<file path="config.mk">
export PLATFORM = sky130hd
export DESIGN_NAME = delay_timer_ctrl_flat
export DESIGN_NICKNAME = d
export VERILOG_FILES = /design/src/rtl/delay_timer_ctrl_pkg.sv /design/src/rtl/delay_timer_ctrl_if.sv /design/src/rtl/delay_timer_ctrl_tick_prescaler.sv /design/src/rtl/delay_timer_ctrl.sv /design/src/flat_wrapper.sv
export SDC_FILE = /design/constraint.sdc
export NUM_CORES = 1
export LEC_CHECK = 0
export ABC_AREA = 1
export BUFFER_PORTS_ARGS = -buffer_cell sky130_fd_sc_hd__buf_2
export CAP_MARGIN = 40
export CORE_AREA = 2 2 77 79
export CTS_BUF_LIST = sky130_fd_sc_hd__clkbuf_2 sky130_fd_sc_hd__clkbuf_4 sky130_fd_sc_hd__clkbuf_8
export DETAILED_ROUTE_END_ITERATION = 12
export DIE_AREA = 0 0 79 81
export PLACE_DENSITY = 0.7
export SYNTH_ARGS = -nofsm -noshare
export SYNTH_HDL_FRONTEND = slang
export SYNTH_SLANG_ARGS = --single-unit
</file>
<file path="constraint.sdc">
create_clock -name clk_50M -period 1.6 [get_ports clk_50M]
set_input_delay 0.24 -clock clk_50M [delete_from_list [all_inputs] [get_ports clk_50M]]
set_output_delay 0.24 -clock clk_50M [all_outputs]
set_load 0.01 [all_outputs]
</file>
<file path="src/rtl/delay_timer_ctrl_pkg.sv">
// Shared types and defaults for the BlackJack delay-timer controller.
package bj_pkg;

    typedef enum logic [2:0] {IDLE, LOAD, RUN, DONE, RELEASE} state_t;
    typedef enum logic {OWN_A, OWN_B} owner_t;

    localparam int unsigned CLK_HZ_DEFAULT  = 50_000_000;
    localparam int unsigned TICK_HZ_DEFAULT = 2_000;
    localparam int unsigned DELAY_TWO_SEC   = 4000;
    localparam int unsigned DELAY_HALF_SEC  = 1000;

    function automatic int unsigned prescale_of(input int unsigned clk_hz, input int unsigned tick_hz);
        return clk_hz / tick_hz;
    endfunction

endpackage

</file>
<file path="src/rtl/delay_timer_ctrl_if.sv">
// Request/grant/done bundle between the requesters and the shared delay timer.
interface delay_timer_ctrl_if #(
    parameter int unsigned WIDTH = 12
);
    logic             i_ReqA;
    logic             i_ReqB;
    logic             i_Abort;
    logic             o_GntA;
    logic             o_GntB;
    logic             o_DoneA;
    logic             o_DoneB;
    logic             o_Busy;
    logic             o_Tick;
    logic [WIDTH-1:0] o_Count;

    modport master (
        output i_ReqA, i_ReqB, i_Abort,
        input  o_GntA, o_GntB, o_DoneA, o_DoneB, o_Busy, o_Tick, o_Count
    );

    modport slave (
        input  i_ReqA, i_ReqB, i_Abort,
        output o_GntA, o_GntB, o_DoneA, o_DoneB, o_Busy, o_Tick, o_Count
    );
endinterface

</file>
<file path="src/rtl/delay_timer_ctrl_tick_prescaler.sv">
// Divides the system clock into a one-cycle tick strobe every PRESCALE enabled cycles.
module tick_prescaler #(
    parameter int unsigned PRESCALE = 25000
) (
    input  logic clk,
    input  logic rst,
    input  logic clear,
    input  logic enable,
    output logic tick
);
    localparam int unsigned CW = (PRESCALE > 1) ? $clog2(PRESCALE) : 1;
    localparam logic [CW-1:0] LAST     = CW'(PRESCALE - 1);
    localparam logic [CW-1:0] PRE_LAST = CW'(PRESCALE - 2);

    if (PRESCALE < 2) begin : g_bad_prescale
        $error("tick_prescaler: PRESCALE must be at least 2");
    end

    logic [CW-1:0] cnt;

    // tick is registered one cycle ahead so it is high exactly while cnt == LAST
    always_ff @(posedge clk) begin
        if (rst || clear) begin
            cnt  <= '0;
            tick <= 1'b0;
        end else if (enable) begin
            cnt  <= (cnt == LAST) ? '0 : cnt + CW'(1);
            tick <= (cnt == PRE_LAST);
        end else begin
            tick <= 1'b0;
        end
    end
endmodule

</file>
<file path="src/rtl/delay_timer_ctrl.sv">
// Arbitrates two delay requesters (A over B) onto one tick counter and returns a done pulse.
module delay_timer_ctrl
    import bj_pkg::*;
#(
    parameter int unsigned CLK_HZ  = CLK_HZ_DEFAULT,
    parameter int unsigned TICK_HZ = TICK_HZ_DEFAULT,
    parameter int unsigned WIDTH   = 12,
    parameter int unsigned DELAY_A = DELAY_TWO_SEC,
    parameter int unsigned DELAY_B = DELAY_HALF_SEC
) (
    input  logic              clk_50M,
    input  logic              i_Reset,
    delay_timer_ctrl_if.slave bus
);
    localparam int unsigned PRESCALE = prescale_of(CLK_HZ, TICK_HZ);
    localparam logic [WIDTH-1:0] TGT_A = WIDTH'(DELAY_A);
    localparam logic [WIDTH-1:0] TGT_B = WIDTH'(DELAY_B);

    if (CLK_HZ % TICK_HZ != 0) begin : g_bad_ratio
        $error("delay_timer_ctrl: CLK_HZ must be a multiple of TICK_HZ");
    end
    if (DELAY_A > (1 << WIDTH) - 1 || DELAY_B > (1 << WIDTH) - 1) begin : g_bad_delay
        $error("delay_timer_ctrl: DELAY_A/DELAY_B exceed WIDTH-bit counter range");
    end

    state_t           state;
    owner_t           owner;
    logic [WIDTH-1:0] target;
    logic [WIDTH-1:0] count;
    logic             gnt_a, gnt_b, done_a, done_b, busy;
    logic             tick;
    logic             pre_clear, pre_en;
    logic             owner_req;
    logic             abortable;
    logic [WIDTH-1:0] owner_delay;
    logic [WIDTH-1:0] count_inc;

    assign owner_req   = (owner == OWN_A) ? bus.i_ReqA : bus.i_ReqB;
    assign owner_delay = (owner == OWN_A) ? TGT_A : TGT_B;
    assign count_inc   = count + WIDTH'(1);
    assign abortable   = (state == LOAD) || (state == RUN) || (state == DONE);

    assign pre_clear = (state == LOAD) || bus.i_Abort;
    assign pre_en    = (state == RUN);

    tick_prescaler #(.PRESCALE(PRESCALE)) u_prescaler (
        .clk    (clk_50M),
        .rst    (i_Reset),
        .clear  (pre_clear),
        .enable (pre_en),
        .tick   (tick)
    );

    always_ff @(posedge clk_50M) begin
        if (i_Reset) begin
            state  <= IDLE;
            owner  <= OWN_A;
            target <= '0;
            count  <= '0;
            gnt_a  <= 1'b0;
            gnt_b  <= 1'b0;
            done_a <= 1'b0;
            done_b <= 1'b0;
            busy   <= 1'b0;
        end else begin
            done_a <= 1'b0;
            done_b <= 1'b0;
            // abort takes priority over expiry, so it is resolved before the state case
            if (bus.i_Abort && abortable) begin
                state <= IDLE;
                gnt_a <= 1'b0;
                gnt_b <= 1'b0;
                busy  <= 1'b0;
                count <= '0;
            end else begin
                unique case (state)
                    IDLE: begin
                        if (bus.i_ReqA || bus.i_ReqB) begin
                            owner <= bus.i_ReqA ? OWN_A : OWN_B;
                            busy  <= 1'b1;
                            state <= LOAD;
                        end
                    end
                    LOAD: begin
                        count  <= '0;
                        target <= owner_delay;
                        gnt_a  <= (owner == OWN_A);
                        gnt_b  <= (owner == OWN_B);
                        if (owner_delay == '0) begin
                            done_a <= (owner == OWN_A);
                            done_b <= (owner == OWN_B);
                            state  <= DONE;
                        end else begin
                            state <= RUN;
                        end
                    end
                    RUN: begin
                        if (tick) begin
                            count <= count_inc;
                            if (count_inc == target) begin
                                done_a <= (owner == OWN_A);
                                done_b <= (owner == OWN_B);
                                state  <= DONE;
                            end
                        end
                    end
                    DONE: state <= RELEASE;
                    RELEASE: begin
                        // a still-held request must not retrigger the timer
                        if (!owner_req) begin
                            state <= IDLE;
                            gnt_a <= 1'b0;
                            gnt_b <= 1'b0;
                            busy  <= 1'b0;
                        end
                    end
                    default: state <= IDLE;
                endcase
            end
        end
    end

    assign bus.o_GntA  = gnt_a;
    assign bus.o_GntB  = gnt_b;
    assign bus.o_DoneA = done_a;
    assign bus.o_DoneB = done_b;
    assign bus.o_Busy  = busy;
    assign bus.o_Tick  = tick;
    assign bus.o_Count = count;
endmodule

</file>
<file path="src/flat_wrapper.sv">
// flat-port wrapper written by rule: the top's interface ports become plain ports
module delay_timer_ctrl_flat import bj_pkg::*;
#(
    parameter int unsigned CLK_HZ  = CLK_HZ_DEFAULT,
    parameter int unsigned TICK_HZ = TICK_HZ_DEFAULT,
    parameter int unsigned WIDTH   = 12,
    parameter int unsigned DELAY_A = DELAY_TWO_SEC,
    parameter int unsigned DELAY_B = DELAY_HALF_SEC
)
  (clk_50M, i_Reset, bus_i_ReqA, bus_i_ReqB, bus_i_Abort, bus_o_GntA, bus_o_GntB, bus_o_DoneA, bus_o_DoneB, bus_o_Busy, bus_o_Tick, bus_o_Count);
  delay_timer_ctrl_if #(.WIDTH(WIDTH)) bus_i ();
  input  logic clk_50M;
  input  logic i_Reset;
  input wire logic [$bits(bus_i.i_ReqA)-1:0] bus_i_ReqA;
  input wire logic [$bits(bus_i.i_ReqB)-1:0] bus_i_ReqB;
  input wire logic [$bits(bus_i.i_Abort)-1:0] bus_i_Abort;
  output wire logic [$bits(bus_i.o_GntA)-1:0] bus_o_GntA;
  output wire logic [$bits(bus_i.o_GntB)-1:0] bus_o_GntB;
  output wire logic [$bits(bus_i.o_DoneA)-1:0] bus_o_DoneA;
  output wire logic [$bits(bus_i.o_DoneB)-1:0] bus_o_DoneB;
  output wire logic [$bits(bus_i.o_Busy)-1:0] bus_o_Busy;
  output wire logic [$bits(bus_i.o_Tick)-1:0] bus_o_Tick;
  output wire logic [$bits(bus_i.o_Count)-1:0] bus_o_Count;
  assign bus_i.i_ReqA = bus_i_ReqA;
  assign bus_i.i_ReqB = bus_i_ReqB;
  assign bus_i.i_Abort = bus_i_Abort;
  assign bus_o_GntA = bus_i.o_GntA;
  assign bus_o_GntB = bus_i.o_GntB;
  assign bus_o_DoneA = bus_i.o_DoneA;
  assign bus_o_DoneB = bus_i.o_DoneB;
  assign bus_o_Busy = bus_i.o_Busy;
  assign bus_o_Tick = bus_i.o_Tick;
  assign bus_o_Count = bus_i.o_Count;
  delay_timer_ctrl #(.CLK_HZ(CLK_HZ), .TICK_HZ(TICK_HZ), .WIDTH(WIDTH), .DELAY_A(DELAY_A), .DELAY_B(DELAY_B)) u_core (.clk_50M(clk_50M), .i_Reset(i_Reset), .bus(bus_i));
endmodule
</file>
### After elaboration in Yosys (flattened, before gate mapping)

Index checks and enable logic that the tools add are counted.

* register bits after elaboration: 49
* bits in latches: 0
* bits in writable memories: 0
* bits in read-only memories: 0
* memories kept: 0

* add/subtract/negate cells: 2
* multiply operators: 0
* div/mod/pow operators: 0
* order comparisons: 0
* eq/ne operators: 11
* shift-type cells: 0
* muxes and demuxes: 25
* bitwise logic cells: 3
* reduce and logical (&&, ||, !) cells: 19

Operator list (number)
* equality test 15 bit (second input constant): 2
* two-way mux 12 bit: 2
* case mux 12 bit (2 select lines): 1
* adder 15 x 1 -> 15 bit (second input constant): 1
* two-way mux 15 bit: 1
* case mux 3 bit (5 select lines): 1
* adder 12 x 1 -> 12 bit (second input constant): 1
* equality test 12 bit: 1
* logical NOT 12 bit: 1
* two-way mux 3 bit: 4
* two-way mux 1 bit: 11
* case mux 1 bit (2 select lines): 5
* equality test 3 x 2 -> 1 bit (second input constant): 2
* inequality test 2 bit (second input constant): 3
* AND reduction 2 bit: 3
* AND reduction 3 bit: 2
* nonzero test 2 bit: 3
* logical OR 1 bit: 5
* AND reduction 4 bit: 1
* OR reduction 2 bit: 2
* equality test 3 x 1 -> 1 bit (second input constant): 1
* equality test 3 bit (second input constant): 1
* logical NOT 3 bit: 1
* inverter 1 bit: 3
* 2 further kinds: 2

### Depth between registers and ports, before layout

* word-level depth: 6
* depth in mapped cells: 13
* gate-level depth less buffers: 13

### Cells and area by module

Synthesis repeated with hierarchy kept, for this count alone.

* cell total of the unflattened synthesis: 380
* area, all modules: 2421.1 sq um

By module, submodules not included
* delay_timer_ctrl: instances 1, cells an instance 248, area an instance 1520.2 sq um, sequential area each 480.5 sq um
* tick_prescaler: instances 1, cells an instance 132, area an instance 900.9 sq um, sequential area each 320.3 sq um

### Least setup slack after synthesis

OpenSTA, ideal clock, no wires.

* path type: reg2reg
* from: reg u_core.count[0], in the netlist u_core.bus.o_Count[0]
* to: reg u_core.state[0]
* setup time: 0.065 ns
* arrival time: 1.691 ns
* path slack: -0.156 ns
* stages on the path, launching flop included: 14
* clock period less this slack: 1.756 ns
* cells stage by stage: dfxtp_1 -> ha_1 -> nand3_1 -> nor2_4 -> nand2_1 -> nand2_1 -> nand2_1 -> nand2_1 -> nand2_1 -> nor2_1 -> nand3_1 -> nand2_1 -> nand3_1 -> nor2_1

* word-level cells in the longest chain between the ends: 4

Ends and longest elaborated chain
* from (decl): RTL line delay_timer_ctrl.sv:29 `logic [WIDTH-1:0] count;`
* from (signal assigned): RTL line delay_timer_ctrl.sv:99 `count <= count_inc;`
* adder 12 x 1 -> 12 bit: RTL line delay_timer_ctrl.sv:40 `assign count_inc = count + WIDTH'(1);`
* equality test 12 bit: RTL line delay_timer_ctrl.sv:100 `if (count_inc == target) begin`
* inequality test 2 bit (no source line)
* AND reduction 4 bit (no source line)
* to (signal assigned): RTL line delay_timer_ctrl.sv:103 `state <= DONE;`
* to (signal assigned): RTL line delay_timer_ctrl.sv:107 `DONE: state <= RELEASE;`
* to (signal assigned): RTL line delay_timer_ctrl.sv:111 `state <= IDLE;`
* to (decl): RTL line delay_timer_ctrl.sv:26 `state_t state;`

No other way between the ends.
A chain may end at the register's enable or synchronous reset.

### Worst setup path in the final report

* from: reg u_core.count[1], in the netlist u_core.bus.o_Count[1]
* to: reg u_core.state[0]

The elaborated chain is that of the path after synthesis.

==> flow_summary.rst <==
.. list-table::
   :header-rows: 1

   * - Metric
     - Value
   * - Outcome
     - complete, but fails checks
   * - Violated checks
     - setup timing
   * - M1 wire length
     - between 2000 and 2500 µm
   * - Maximum capacitance violations
     - 0
   * - Area taken by flip-flops and latches
     - roughly 810 µm²
   * - Cell at the root of the clock tree
     - clkbuf_8
   * - Pre-CTS setup slack
     - -0.127 ns
   * - Share of cells above drive strength 1
     - about a quarter
   * - Worst slew pin tran
     - roughly 0.36 ns
   * - Post-detailed-routing wire length
     - ~5300 µm
   * - Multi-input combinational cell area
     - 1290 µm²
   * - Hold Vio Cnt, Final
     - 0
   * - Maximum number of pins on one net before global-route repair
     - 13
   * - PnR worst setup slack
     - -0.0550 ns
   * - Deepest level of the CTS H-tree
     - 2
   * - Grt total ovfl
     - 0
   * - Flop and latch count out of synthesis
     - 40
   * - Routed via count divided by cell count
     - 4.91
   * - Remaining antenna violation count after routing
     - 0
   * - DPL Wire Length
     - 4040 µm
   * - Layout fillers
     - ~570
   * - Clock insertion delay at the later pin of the skew report
     - between 0.2 and 0.3 ns
   * - Data arrival time of the critical path
     - approximately 1.9 ns
   * - Clock skew
     - ~0.01 ns
   * - Worst-path clk slew
     - ~0.080 ns
   * - Peak supply drop
     - roughly 0.46 mV
   * - Overall track demand over capacity in global routing
     - between 10% and 20%
   * - Number of buffers created by CTS
     - 5
   * - Via count of the first global-routing pass
     - about 2.1k
   * - Maximum count of clock buffers along a single path
     - 2
   * - Overall die area
     - about 6400 µm²
   * - Part of the Yosys area used for sequential elements
     - a little over a third
   * - Length of routed met2 wiring
     - between 2000 and 3000 µm
   * - Final routed wire length divided by cell count
     - 11.5 µm
   * - CTS Sinks
     - 40
   * - Global-route wire length before repair
     - 8950 µm
   * - Initial core utilization
     - about two fifths
   * - Number of cells after detailed placement
     - between 400 and 500
   * - Layout overhead on the synthesized area
     - 30.6%
   * - Setup repair after global routing missed its margin
     - true
   * - Number of antenna violations at the first check in global routing
     - 0
   * - Die X-Extent
     - between 70 and 80 µm
   * - Row cnt
     - 28
   * - Setup-violating endpoint count in the final report
     - 2
   * - Post-synth ARST share
     - 0%
   * - Final Non-Filler Cells
     - ~460
   * - Average cell area after synthesis
     - roughly 6.7 µm²
   * - Highest signal layer in the routed design
     - met4
   * - Number of instances in the synthesized netlist
     - about 330
   * - Leakage power of the design
     - ~1.2 nW
   * - Final critical-path required period
     - about 1.7 ns
   * - CTS tree
     - yes
   * - Relative slew margins
     - 75.6%
   * - Power density of the placed cells
     - 862 nW/µm²
   * - Final GP Congestion
     - approximately 0.84
   * - Post-route clock period utilization
     - 103%
   * - First-pass DRT Iterations
     - 4
   * - Number of port buffers
     - 22
   * - Yosys warning total
     - 0
   * - Number of enable flip-flop cells after synthesis
     - 0
   * - Core Footprint
     - between 5000 and 6000 µm²
   * - Y dimension of the die
     - approximately 81 µm
   * - Detailed-route via count
     - around 2.3k
   * - Most common cell after layout, fill and taps aside
     - nand2_1
   * - Most instantiated flip-flop cell in the synthesis netlist
     - dfxtp_1
   * - Maximum fanout encountered on the critical timing path
     - 6
   * - Critical path required time
     - roughly 1.8 ns
   * - Highest-count cells in the layout ignoring fill and taps
     - nand2_1 (82), inv_1 (47), dfxtp_1 (35), buf_4 (34)
   * - Remaining design rule violation count
     - 0
   * - Number of buffers inserted by hold repair at cts
     - 0
   * - Highest attainable clock frequency
     - ~600 MHz
   * - Class of the most critical hold timing path
     - in -> reg
   * - Post-Syn Nets
     - between 300 and 400
   * - ANT cells
     - 0
   * - Startpoint Class
     - flip-flop
   * - Kind of critical path
     - reg -> reg
   * - Slew Limit Fails
     - 0
   * - Cell area after technology mapping
     - about 2200 µm²
   * - Routed wl met3
     - approximately 200 µm
   * - Critical Path End Type
     - flip-flop
   * - Number of primary I/O pins
     - 23
   * - Nets@finish
     - between 300 and 400
   * - Number of DRC markers after the initial detailed-route iteration
     - between 80 and 90
   * - Number of library cell types mapped by synthesis
     - 30
report_power, final:
group / switching (mW) / leakage [nW] / internal, mW / total, mW
Sequential: 0.0501 / 0.327 / 1.05 / 1.10
Combinational: 0.326 / 0.822 / 0.208 / 0.534
Clock: 0.346 / 0.0586 / 0.480 / 0.826
Total: 0.722 / 1.21 / 1.74 / 2.46
final cells by class:
class / count / area share, %
Inverter: 50 / 6.65
Multi-Input combinational cell: 233 / 45.0
Tap cell: 75 / 3.28
Clock buffer: 6 / 2.67
Clock inverter: 2 / 1.22
Timing Repair Buffer: 56 / 12.8
Sequential cell: 40 / 28.4
metal layers:
| metal | vias up | global-route usage (%) |
|---|---|---|
| met5 | - | 0 |
| met4 | 0 | 7.07 |
| met3 | 8 | 2.44 |
| met2 | 45 | 31.8 |
| met1 | 1022 | 20.2 |
| li1 | 1192 | - |
cells in the mapped netlist (3+ instances only):
library cell | instances | area, µm²
nand2_1 | 85 | 319
inv_1 | 49 | 184
dfxtp_1 | 40 | 801
nor2_1 | 28 | 105
a21oi_1 | 26 | 130
nand3_1 | 26 | 130
nand4_1 | 12 | 75.1
o21ai_0 | 10 | 50.1
nor3_1 | 9 | 45.0
nor4_1 | 5 | 31.3
ha_1 | 4 | 50.1
nor2_4 | 4 | 45.0
o21a_1 | 3 | 22.5
xnor2_1 | 3 | 26.3
xor2_1 | 3 | 26.3
worst max-delay path, cell delays in order (launching register included):
cell     delay (ns)
dfxtp_4        0.38
ha_4           0.17
buf_4          0.15
xnor2_2        0.14
nand3_1        0.10
nor2_1         0.11
nand2_1        0.08
nor2_2         0.13
nand3_2        0.11
nand2_1        0.07
nand3_1        0.06
nor2_1         0.08
flip-flops by register name, summed over array words and instances (netlist names):
register	flops
u_core.bus.o_Busy	1
u_core.bus.o_Count	12
u_core.bus.o_DoneA	1
u_core.bus.o_DoneB	1
u_core.bus.o_GntA	1
u_core.bus.o_GntB	1
u_core.owner	1
u_core.state	3
u_core.target	3
u_core.u_prescaler.cnt	15
u_core.u_prescaler.tick	1
cell families (layout without fill, tap and decap cells):
logic type                 count (synthesis)  after routing  synth area share, %
AOI/OAI and AO/OA                         45             45                 11.4
and+or+nand+nor                          178            178                 37.9
xor gates and xnor gates                   6              6                 2.40
buffers and inverters                     54            114                 9.37
DFF                                       40             40                 36.6
adders and majority gates                  4              4                 2.29
worst paths after layout:
path                         start           endpoint  slack (ns)  cells past startpoint
min                        i_Reset   u_core.target[9]        0.17                      2
min reg2reg      u_core.bus.o_GntA  u_core.bus.o_GntA        0.46                      2
max reg2reg  u_core.bus.o_Count[1]    u_core.state[0]       -0.06                     11
max          u_core.bus.o_Count[1]    u_core.state[0]       -0.06                     11
what timing repair did:
action / CTS / global route
cloned: 0 / 0
resized for setup: 8 / 21
setup endpoints to repair: 20 / 24
pin swaps: 5 / 4
endpoints found under the hold margin: 0 / 0
buffers inserted: 4 / 0
metrics by stage:
step	setup TNS [ns]	cell area, µm²	hold slack (ns)	util [%]	power, mW
after CTS	-0.179	2790	0.154	49.2	2.44
after floorplan	0	2200	0.309	-	1.43
after detailed placement	-0.876	2620	0.450	46.1	1.61
after global routing	-0.649	2860	0.166	50.4	2.60
after global placement	-0.566	2620	0.451	46.1	1.61
final	-0.0918	2860	0.166	50.4	2.46
No activity file was read; power rests on OpenSTA's default activity.
